**config.mk**
```make
export PLATFORM = sky130hd
export DESIGN_NAME = ne_rx_ring_ctrl
export DESIGN_NICKNAME = d
export VERILOG_FILES = /design/src/rtl/ne2000_pkg.sv /design/src/rtl/ne_ring_page_inc.sv /design/src/rtl/ne_rx_ring_ctrl.sv
export SDC_FILE = /design/constraint.sdc
export NUM_CORES = 1
export LEC_CHECK = 0
export ABC_AREA = 1
export CAP_MARGIN = 15
export CORE_ASPECT_RATIO = 0.9
export CORE_UTILIZATION = 58
export CTS_CLUSTER_SIZE = 8
export DETAILED_ROUTE_END_ITERATION = 10
export HOLD_SLACK_MARGIN = 0.02
export PLACE_DENSITY_LB_ADDON = 0.25
export SYNTH_ARGS = -nofsm -noshare
export SYNTH_HDL_FRONTEND = slang
export SYNTH_SLANG_ARGS = --single-unit
```
**constraint.sdc**
```tcl
create_clock -name clk -period 4.9 [get_ports clk]
set_input_delay 1.47 -clock clk [delete_from_list [all_inputs] [get_ports clk]]
set_output_delay 1.47 -clock clk [all_outputs]
set_load 0.01 [all_outputs]
```
**src/rtl/ne2000_pkg.sv**
```systemverilog
// ne2000_pkg: shared types and constants for the NE2000 receive path
package ne2000_pkg;
   typedef enum logic [2:0] {IDLE, DATA, HDR, COMMIT, DROP} state_t;
   localparam logic [7:0] RSR_RX_OK = 8'h01;
   localparam int HDR_LEN = 4;
   localparam int PAGE_SIZE = 256;
endpackage

```
**src/rtl/ne_ring_page_inc.sv**
```systemverilog
// ne_ring_page_inc: next page in the receive ring, wrapping pstop back to pstart
module ne_ring_page_inc (
   input  logic [7:0] p,
   input  logic [7:0] pstart,
   input  logic [7:0] pstop,
   output logic [7:0] q
);
   logic [7:0] p1;
   assign p1 = p + 8'd1;
   assign q = (p1 == pstop) ? pstart : p1;
endmodule

```
**src/rtl/ne_rx_ring_ctrl.sv**
```systemverilog
// ne_rx_ring_ctrl: streams received frames into the NE2000 page ring, then writes
// the 4-byte packet header in front of the payload and advances curr
module ne_rx_ring_ctrl
   import ne2000_pkg::*;
#(
   parameter int MIN_FRAME = 60,
   parameter int MAX_FRAME = 1518
) (
   input  logic        clk,
   input  logic        reset,
   input  logic [7:0]  pstart,
   input  logic [7:0]  pstop,
   input  logic [7:0]  bnry,
   input  logic        curr_wr,
   input  logic [7:0]  curr_din,
   input  logic        rx_begin,
   input  logic        rx_strobe,
   input  logic [7:0]  rx_byte,
   output logic        mem_we,
   output logic [15:0] mem_addr,
   output logic [7:0]  mem_wdata,
   output logic [7:0]  curr,
   output logic        prx,
   output logic        ovw,
   output logic        rxe,
   output logic        busy
);
   state_t      state;
   logic        rx_q;
   logic [15:0] wptr;
   logic [15:0] len;
   logic [7:0]  start_page;
   logic [7:0]  next_page;
   logic [1:0]  cnt;
   logic [7:0]  pg_adv;
   logic [7:0]  pg_end;
   logic [7:0]  hdr_byte;
   logic        rise;
   logic        fall;
   logic        at_max;
   logic        page_end;
   logic        wr_data;

   ne_ring_page_inc u_inc_adv (.p(wptr[15:8]), .pstart(pstart), .pstop(pstop), .q(pg_adv));
   ne_ring_page_inc u_inc_end (.p(wptr[15:8]), .pstart(pstart), .pstop(pstop), .q(pg_end));

   assign rise     = rx_begin & ~rx_q;
   assign fall     = ~rx_begin & rx_q;
   assign at_max   = len == 16'(MAX_FRAME);
   assign page_end = wptr[7:0] == 8'(PAGE_SIZE - 1);
   assign wr_data  = (state == DATA) & rx_strobe & ~fall & ~at_max;
   assign hdr_byte = (cnt == 2'd0) ? RSR_RX_OK :
                     (cnt == 2'd1) ? next_page :
                     (cnt == 2'd2) ? len[7:0] : len[15:8];
   // the RAM port is held quiet during reset so an interrupted header leaves no stray byte
   assign mem_we    = ~reset & (wr_data | (state == HDR));
   assign mem_addr  = ~mem_we ? 16'h0000 : (state == HDR) ? {start_page, 6'd0, cnt} : wptr;
   assign mem_wdata = ~mem_we ? 8'h00 : (state == HDR) ? hdr_byte : rx_byte;
   assign busy      = state != IDLE;

   always_ff @(posedge clk) begin
      rx_q <= rx_begin;
      if (reset) begin
         state      <= IDLE;
         curr       <= 8'h00;
         prx        <= 1'b0;
         ovw        <= 1'b0;
         rxe        <= 1'b0;
         wptr       <= 16'h0000;
         start_page <= 8'h00;
         len        <= 16'h0000;
         next_page  <= 8'h00;
         cnt        <= 2'd0;
      end else begin
         prx <= 1'b0;
         ovw <= 1'b0;
         rxe <= 1'b0;
         if (curr_wr)
            curr <= curr_din;
         case (state)
            IDLE:
               if (rise) begin
                  if (pstart >= pstop) begin
                     rxe   <= 1'b1;
                     state <= DROP;
                  end else begin
                     start_page <= curr;
                     wptr       <= {curr, 8'(HDR_LEN)};
                     len        <= 16'h0000;
                     state      <= DATA;
                  end
               end
            DATA:
               if (fall) begin
                  if (len < 16'(MIN_FRAME)) begin
                     rxe   <= 1'b1;
                     state <= IDLE;
                  end else begin
                     next_page <= (wptr[7:0] == 8'h00) ? wptr[15:8] : pg_end;
                     cnt       <= 2'd0;
                     state     <= HDR;
                  end
               end else if (rx_strobe) begin
                  if (at_max) begin
                     rxe   <= 1'b1;
                     state <= DROP;
                  end else begin
                     len <= len + 16'd1;
                     if (!page_end)
                        wptr <= wptr + 16'd1;
                     else if (pg_adv == bnry) begin
                        ovw   <= 1'b1;
                        state <= DROP;
                     end else
                        wptr <= {pg_adv, 8'h00};
                  end
               end
            HDR: begin
               cnt <= cnt + 2'd1;
               if (cnt == 2'(HDR_LEN - 1))
                  state <= COMMIT;
            end
            COMMIT: begin
               curr  <= next_page;
               prx   <= 1'b1;
               state <= IDLE;
            end
            DROP:
               if (!rx_begin)
                  state <= IDLE;
            default:
               state <= IDLE;
         endcase
      end
   end
endmodule

```
# Yosys cells after proc, flatten, opt, wreduce, memory -nomap -nowiden
# Index checks and enable logic that the tools add are counted.
[totals]
reg_bits = 65
inputBits = 45
out_inout_bits = 37
wordCells = 120
[op_classes]
add_sub_neg = 4
magnitude_cmp = 2
n_eq_ne = 24
muxes = 48
bitwise = 17
n_reduce_logical = 14
[ops]
columns = ["cell", "n"]
rows = [
  ["two-way mux 16 bit", 14],
  ["two-way mux 8 bit", 9],
  ["case mux 16 bit (2 select lines)", 2],
  ["adder 16 x 1 -> 16 bit, second input constant", 2],
  ["two-way mux 3 bit", 9],
  ["== test 16 x 11 -> 1 bit, second input constant", 1],
  ["== test 8 bit", 2],
  ["< comparator 16 x 6 -> 1 bit, second input constant", 1],
  ["inequality test 2 bit, second input constant", 8],
  ["case mux 3 bit (4 select lines)", 1],
  ["AND reduction 6 bit", 2],
  ["NOT 1 bit", 10],
  ["AND reduction 3 bit", 3],
  ["adder 8 x 1 -> 8 bit, second input constant", 1],
  ["== test 8 bit, second input constant", 1],
  [">= comparator 8 bit", 1],
  ["zero test 8 bit", 1],
  ["two-way mux 1 bit", 8],
  ["AND reduction 7 bit", 1],
  ["AND 1 bit", 6],
  ["== test 3 x 2 -> 1 bit, second input constant", 2],
  ["two-way mux 2 bit", 3],
  ["inequality test 3 bit, second input constant", 2],
  ["nonzero test 2 bit", 3],
  ["other kinds (15)", 16],
]

# Logic depth before layout (Yosys ltp)
[logic_depth]
ltp_word = 10
depth_mapped = 23
ltp_nobuf = 22

# By module
# Synthesis repeated with hierarchy kept, for this count alone.
[unflattened]
cells_unflattened = 970
area_unflattened_um2 = 5688.0
[modules_own_cells]
columns = ["module", "instances", "cells_per_inst", "area_each_um2", "seq_area_each_um2"]
rows = [
  ["ne_rx_ring_ctrl", 1, 734, 4479.3, 1301.2],
  ["ne_ring_page_inc", 2, 118, 604.3, 0.0],
]

# Worst setup path after synthesis
# No wires, ideal clock.
[synth_path]
path_kind = "input to output"
startpoint = "input rx_begin"
endpoint = "output mem_addr[12]"
t_arrival_ns = 2.783
t_required_ns = 3.430
setup_slack_ns = 0.647
path_stages = 9
path_buffers = 1
cell_sequence = "nor2_1 nor2_1 nand2_1 nor3_1 inv_1 nand2_1 clkinv_1 clkbuf_1 a21oi_1"
[synth_between]
elab_chain_len = 8
[synth_rtl]
columns = ["item", "line", "text"]
rows = [
  ["start, declared", "ne_rx_ring_ctrl.sv:16", "input logic rx_begin,"],
  ["NOT 1 bit", "ne_rx_ring_ctrl.sv:48", "assign fall = ~rx_begin & rx_q;"],
  ["AND 1 bit", "ne_rx_ring_ctrl.sv:48", ""],
  ["NOT 1 bit", "ne_rx_ring_ctrl.sv:51", "assign wr_data = (state == DATA) & rx_strobe & ~fall & ~at_max;"],
  ["AND 1 bit (2 in a row)", "ne_rx_ring_ctrl.sv:51", ""],
  ["OR 1 bit", "ne_rx_ring_ctrl.sv:56", "assign mem_we = ~reset & (wr_data | (state == HDR));"],
  ["AND 1 bit", "ne_rx_ring_ctrl.sv:56", ""],
  ["via mem_we", "ne_rx_ring_ctrl.sv:19", "output logic mem_we,"],
  ["two-way mux 16 bit", "ne_rx_ring_ctrl.sv:57", "assign mem_addr = ~mem_we ? 16'h0000 : (state == HDR) ? {start_page, 6'd0, cnt} : wptr;"],
  ["end, declared", "ne_rx_ring_ctrl.sv:20", "output logic [15:0] mem_addr,"],
]
# The timed path passes the listed nets, and every way through them passes these cells.

# Worst setup path in the final report
[layout_path]
startpoint = "input rx_begin"
endpoint = "output mem_addr[4]"
[layout_between]
elab_chain_len = 8
[layout_rtl]
columns = ["item", "line"]
rows = [
  ["NOT 1 bit", "ne_rx_ring_ctrl.sv:48"],
  ["AND 1 bit", "ne_rx_ring_ctrl.sv:48"],
  ["NOT 1 bit", "ne_rx_ring_ctrl.sv:51"],
  ["AND 1 bit (2 in a row)", "ne_rx_ring_ctrl.sv:51"],
  ["OR 1 bit", "ne_rx_ring_ctrl.sv:56"],
  ["AND 1 bit", "ne_rx_ring_ctrl.sv:56"],
  ["two-way mux 16 bit", "ne_rx_ring_ctrl.sv:57"],
]
# Every way passes these cells.

==> impl_metrics.py <==
metrics = {
    "status": {
        "outcome": "finished clean",
    },
    "cells_and_area": {
        "drive_gt1_frac": 0.0975,
        "n_fill_cell": 596,
        "layout.nets": 888,
        "n_antenna_cell": 0,
        "areaGrowthSynthToFinish_pct": 25.3,
        "fin_cells": 927,
    },
    "power": {
        "finalPower_mw": 1.80,
        "p_per_area_mw_per_mm2": 307,
        "peakVddDrop_uv": 223,
        "leakagePower_nw": 2.54,
    },
    "critical_path": {
        "path_max_fanout": 7,
        "cp_data_required_time_ns": 3.43,
        "path_class": "in2out",
        "r2r_setup_slack_ns": 1.58,
        "cp-start-kind": "input port",
        "worstSetupEndpointType": "output pin",
        "cp.arrival_ns": 3.34,
    },
    "global_routing": {
        "grt_pass1_wl_um": 23300,
        "grt-ovfl-total": 0,
        "antenna_found_initial": 0,
        "first_global_vias": 5065,
        "grt_max_degree": 34,
        "grt_use_total": 0.359,
    },
    "sta": {
        "slew_violations": 0,
        "setup_slack_ns": 0.0890,
        "relSlewSlack": 0.407,
        "final-hold-violation-count": 0,
        "finalCritPeriodShare": 0.982,
        "skew_ns": 0.0121,
        "finalCriticalPeriod_ns": 4.81,
        "whs_ns": 0.487,
        "clock.fmax_ghz": 0.208,
        "finalSetupViolCount": 0,
        "tightest_slew_ns": 0.881,
    },
    "clocking": {
        "clock_latency_ns": 0.34,
        "clock-root-buffer": "clkbuf_8",
        "clkTransAtPathRegs_ns": 0.07,
        "clock_path_buffers": 2,
        "htreeDepth": 3,
        "clkSinkCount": 65,
        "cts_buffers": 9,
        "cts_setup_buffers": 0,
        "cts_tree": "done",
    },
    "synth": {
        "yosys-top-cells-count": "nand2_1, nor2_1, inv_1, dfxtp_1, a21oi_1",
        "ys_seq_area_frac": 0.279,
        "synth_cell_types": 41,
        "synth.avg_cell_area_um2": 6.31,
        "syn_inst": 740,
        "synth.most_common_cell": "nand2_1",
        "synth_top_area_cell": "dfxtp_1",
        "yosysWarningCount": 0,
        "synth_edf_count": 0,
        "synth_ff_type": "dfxtp_1",
        "synth_top_area_frac": 0.279,
        "synth_area_leaders": "dfxtp_1, nand2_1, nor2_1",
        "netlist_area_mm2": 0.00467,
        "ys_ff_latch": 65,
        "synth_nets": 802,
        "async_reset_ff_frac": 0,
    },
    "floorplanning": {
        "core_area_mm2": 0.00766,
        "row_count": 30,
        "dieHeight_um": 87.1,
        "io-pin-count": 82,
        "start_util": 0.609,
        "die-area_mm2": 0.00841,
        "die_x_um": 96.5,
    },
    "placement": {
        "dpl_worst_slack_ns": -0.144,
        "dp.cells": 911,
        "io_buffers": 81,
        "hpwl_um": 11000,
        "gp_congestion": 0.984,
    },
    "drt": {
        "wire_per_inst_um": 15.7,
        "drtIter0Drc": 490,
        "remaining_drc_errors": 0,
        "antenna_left": 0,
        "vias_per_cell": 5.94,
        "vias": 5504,
        "drt-total-wl_um": 14600,
        "firstDrtPassIters": 5,
    },
    "worst_hold_path": {
        "hold_class": "reg2reg",
    },
    "flow_run": {
        "maxCapViolations": 0,
    },
}
==> through the flow <==
step | setup TNS (ns) | utilization | instance area (um^2)
after global routing | -0.00522 | 0.763 | 5840
after floorplan | 0 | - | 4670
after global placement | -0.600 | 0.735 | 5630
after CTS | 0 | 0.761 | 5830
after detailed placement | -1.68 | 0.735 | 5630
final | 0 | 0.763 | 5840
==> cells by family (layout without fill, tap and decap cells) <==
kind of cell    after synthesis  in the layout  synth area share
compound gates              150            150             0.179
xor+xnor                      5              5           0.00939
fa+ha+maj                    17             17            0.0456
buf+inv                     117            208            0.0998
flops                        65             65             0.279
simple gates                386            386             0.387
==> where the power goes <==
| group | leakage (nW) | internal (mW) | switching [mW] |
|---|---|---|---|
| registers | 0.529 | 0.576 | 0.0811 |
| clock network | 0.113 | 0.300 | 0.209 |
| logic | 1.90 | 0.230 | 0.400 |
| total | 2.54 | 1.11 | 0.690 |
==> state kept, by name, indices dropped and copies added, names as in the netlist, named ones only <==
register and flops:
rxe 1, prx 1, wptr 15, start_page 8, curr 8, len 16
next_page 8, state 3, cnt 2, ovw 1, rx_q 1
==> layer usage <==
layer / share of wire / vias to the layer above / GRT usage / wire length (um)
li1: - / 2611 / - / -
met1: 0.41 / 2509 / 0.473 / 5960
met2: 0.46 / 338 / 0.567 / 6740
met3: 0.10 / 46 / 0.0716 / 1480
met4: 0.025 / 0 / 0.159 / 371
met5: 0 / - / 0 / 0
==> worst paths after layout <==
path                            startpoint          end  cells past startpoint
worst max-delay path              rx_begin  mem_addr[4]                      9
worst min register to register     wptr[7]      wptr[7]                      2
worst min-delay path               wptr[7]      wptr[7]                      2
worst max register to register        flop      wptr[9]                     18
==> worst max-delay path: stages <==
cell             delay, ns
clkdlybuf4s50_1       0.49
nor2_1                0.07
nor2_1                0.14
nand2_1               0.11
nor3_2                0.13
inv_1                 0.07
buf_4                 0.16
nor3_1                0.14
clkdlybuf4s50_1       0.56
==> cells in the final DEF (no fill, tap or decap), drive strengths merged, types with 9 or more instances in the layout <==
cell	instances
buf	18
nand4	9
inv	89
ha	17
nand3	46
clkbuf	11
clkdlybuf4s50	60
a31oi	11
a21oi	57
nor2	110
nand2	185
nor3	14
dlygate4sd2	16
dfxtp	65
o21ai	60
==> final cells by class <==
class / count / area, um^2 / share of cell area
clock buffers: 11 / 141 / 0.0242
clock inverters: 5 / 78.8 / 0.0135
inverters: 93 / 352 / 0.0602
multi-input cells: 558 / 2920 / 0.499
flip-flops and latches: 65 / 1300 / 0.223
well taps: 96 / 120 / 0.0206
repair buffers: 99 / 936 / 0.160
==> repair_timing <==
item                                    4_1_cts  5_1_grt
hold buffers                                  0        0
resized for setup                            17        6
pin swaps                                     0        0
hold endpoints to repair                      0        0
endpoints found under the setup margin       17       16
No activity file was read; power rests on OpenSTA's default activity.
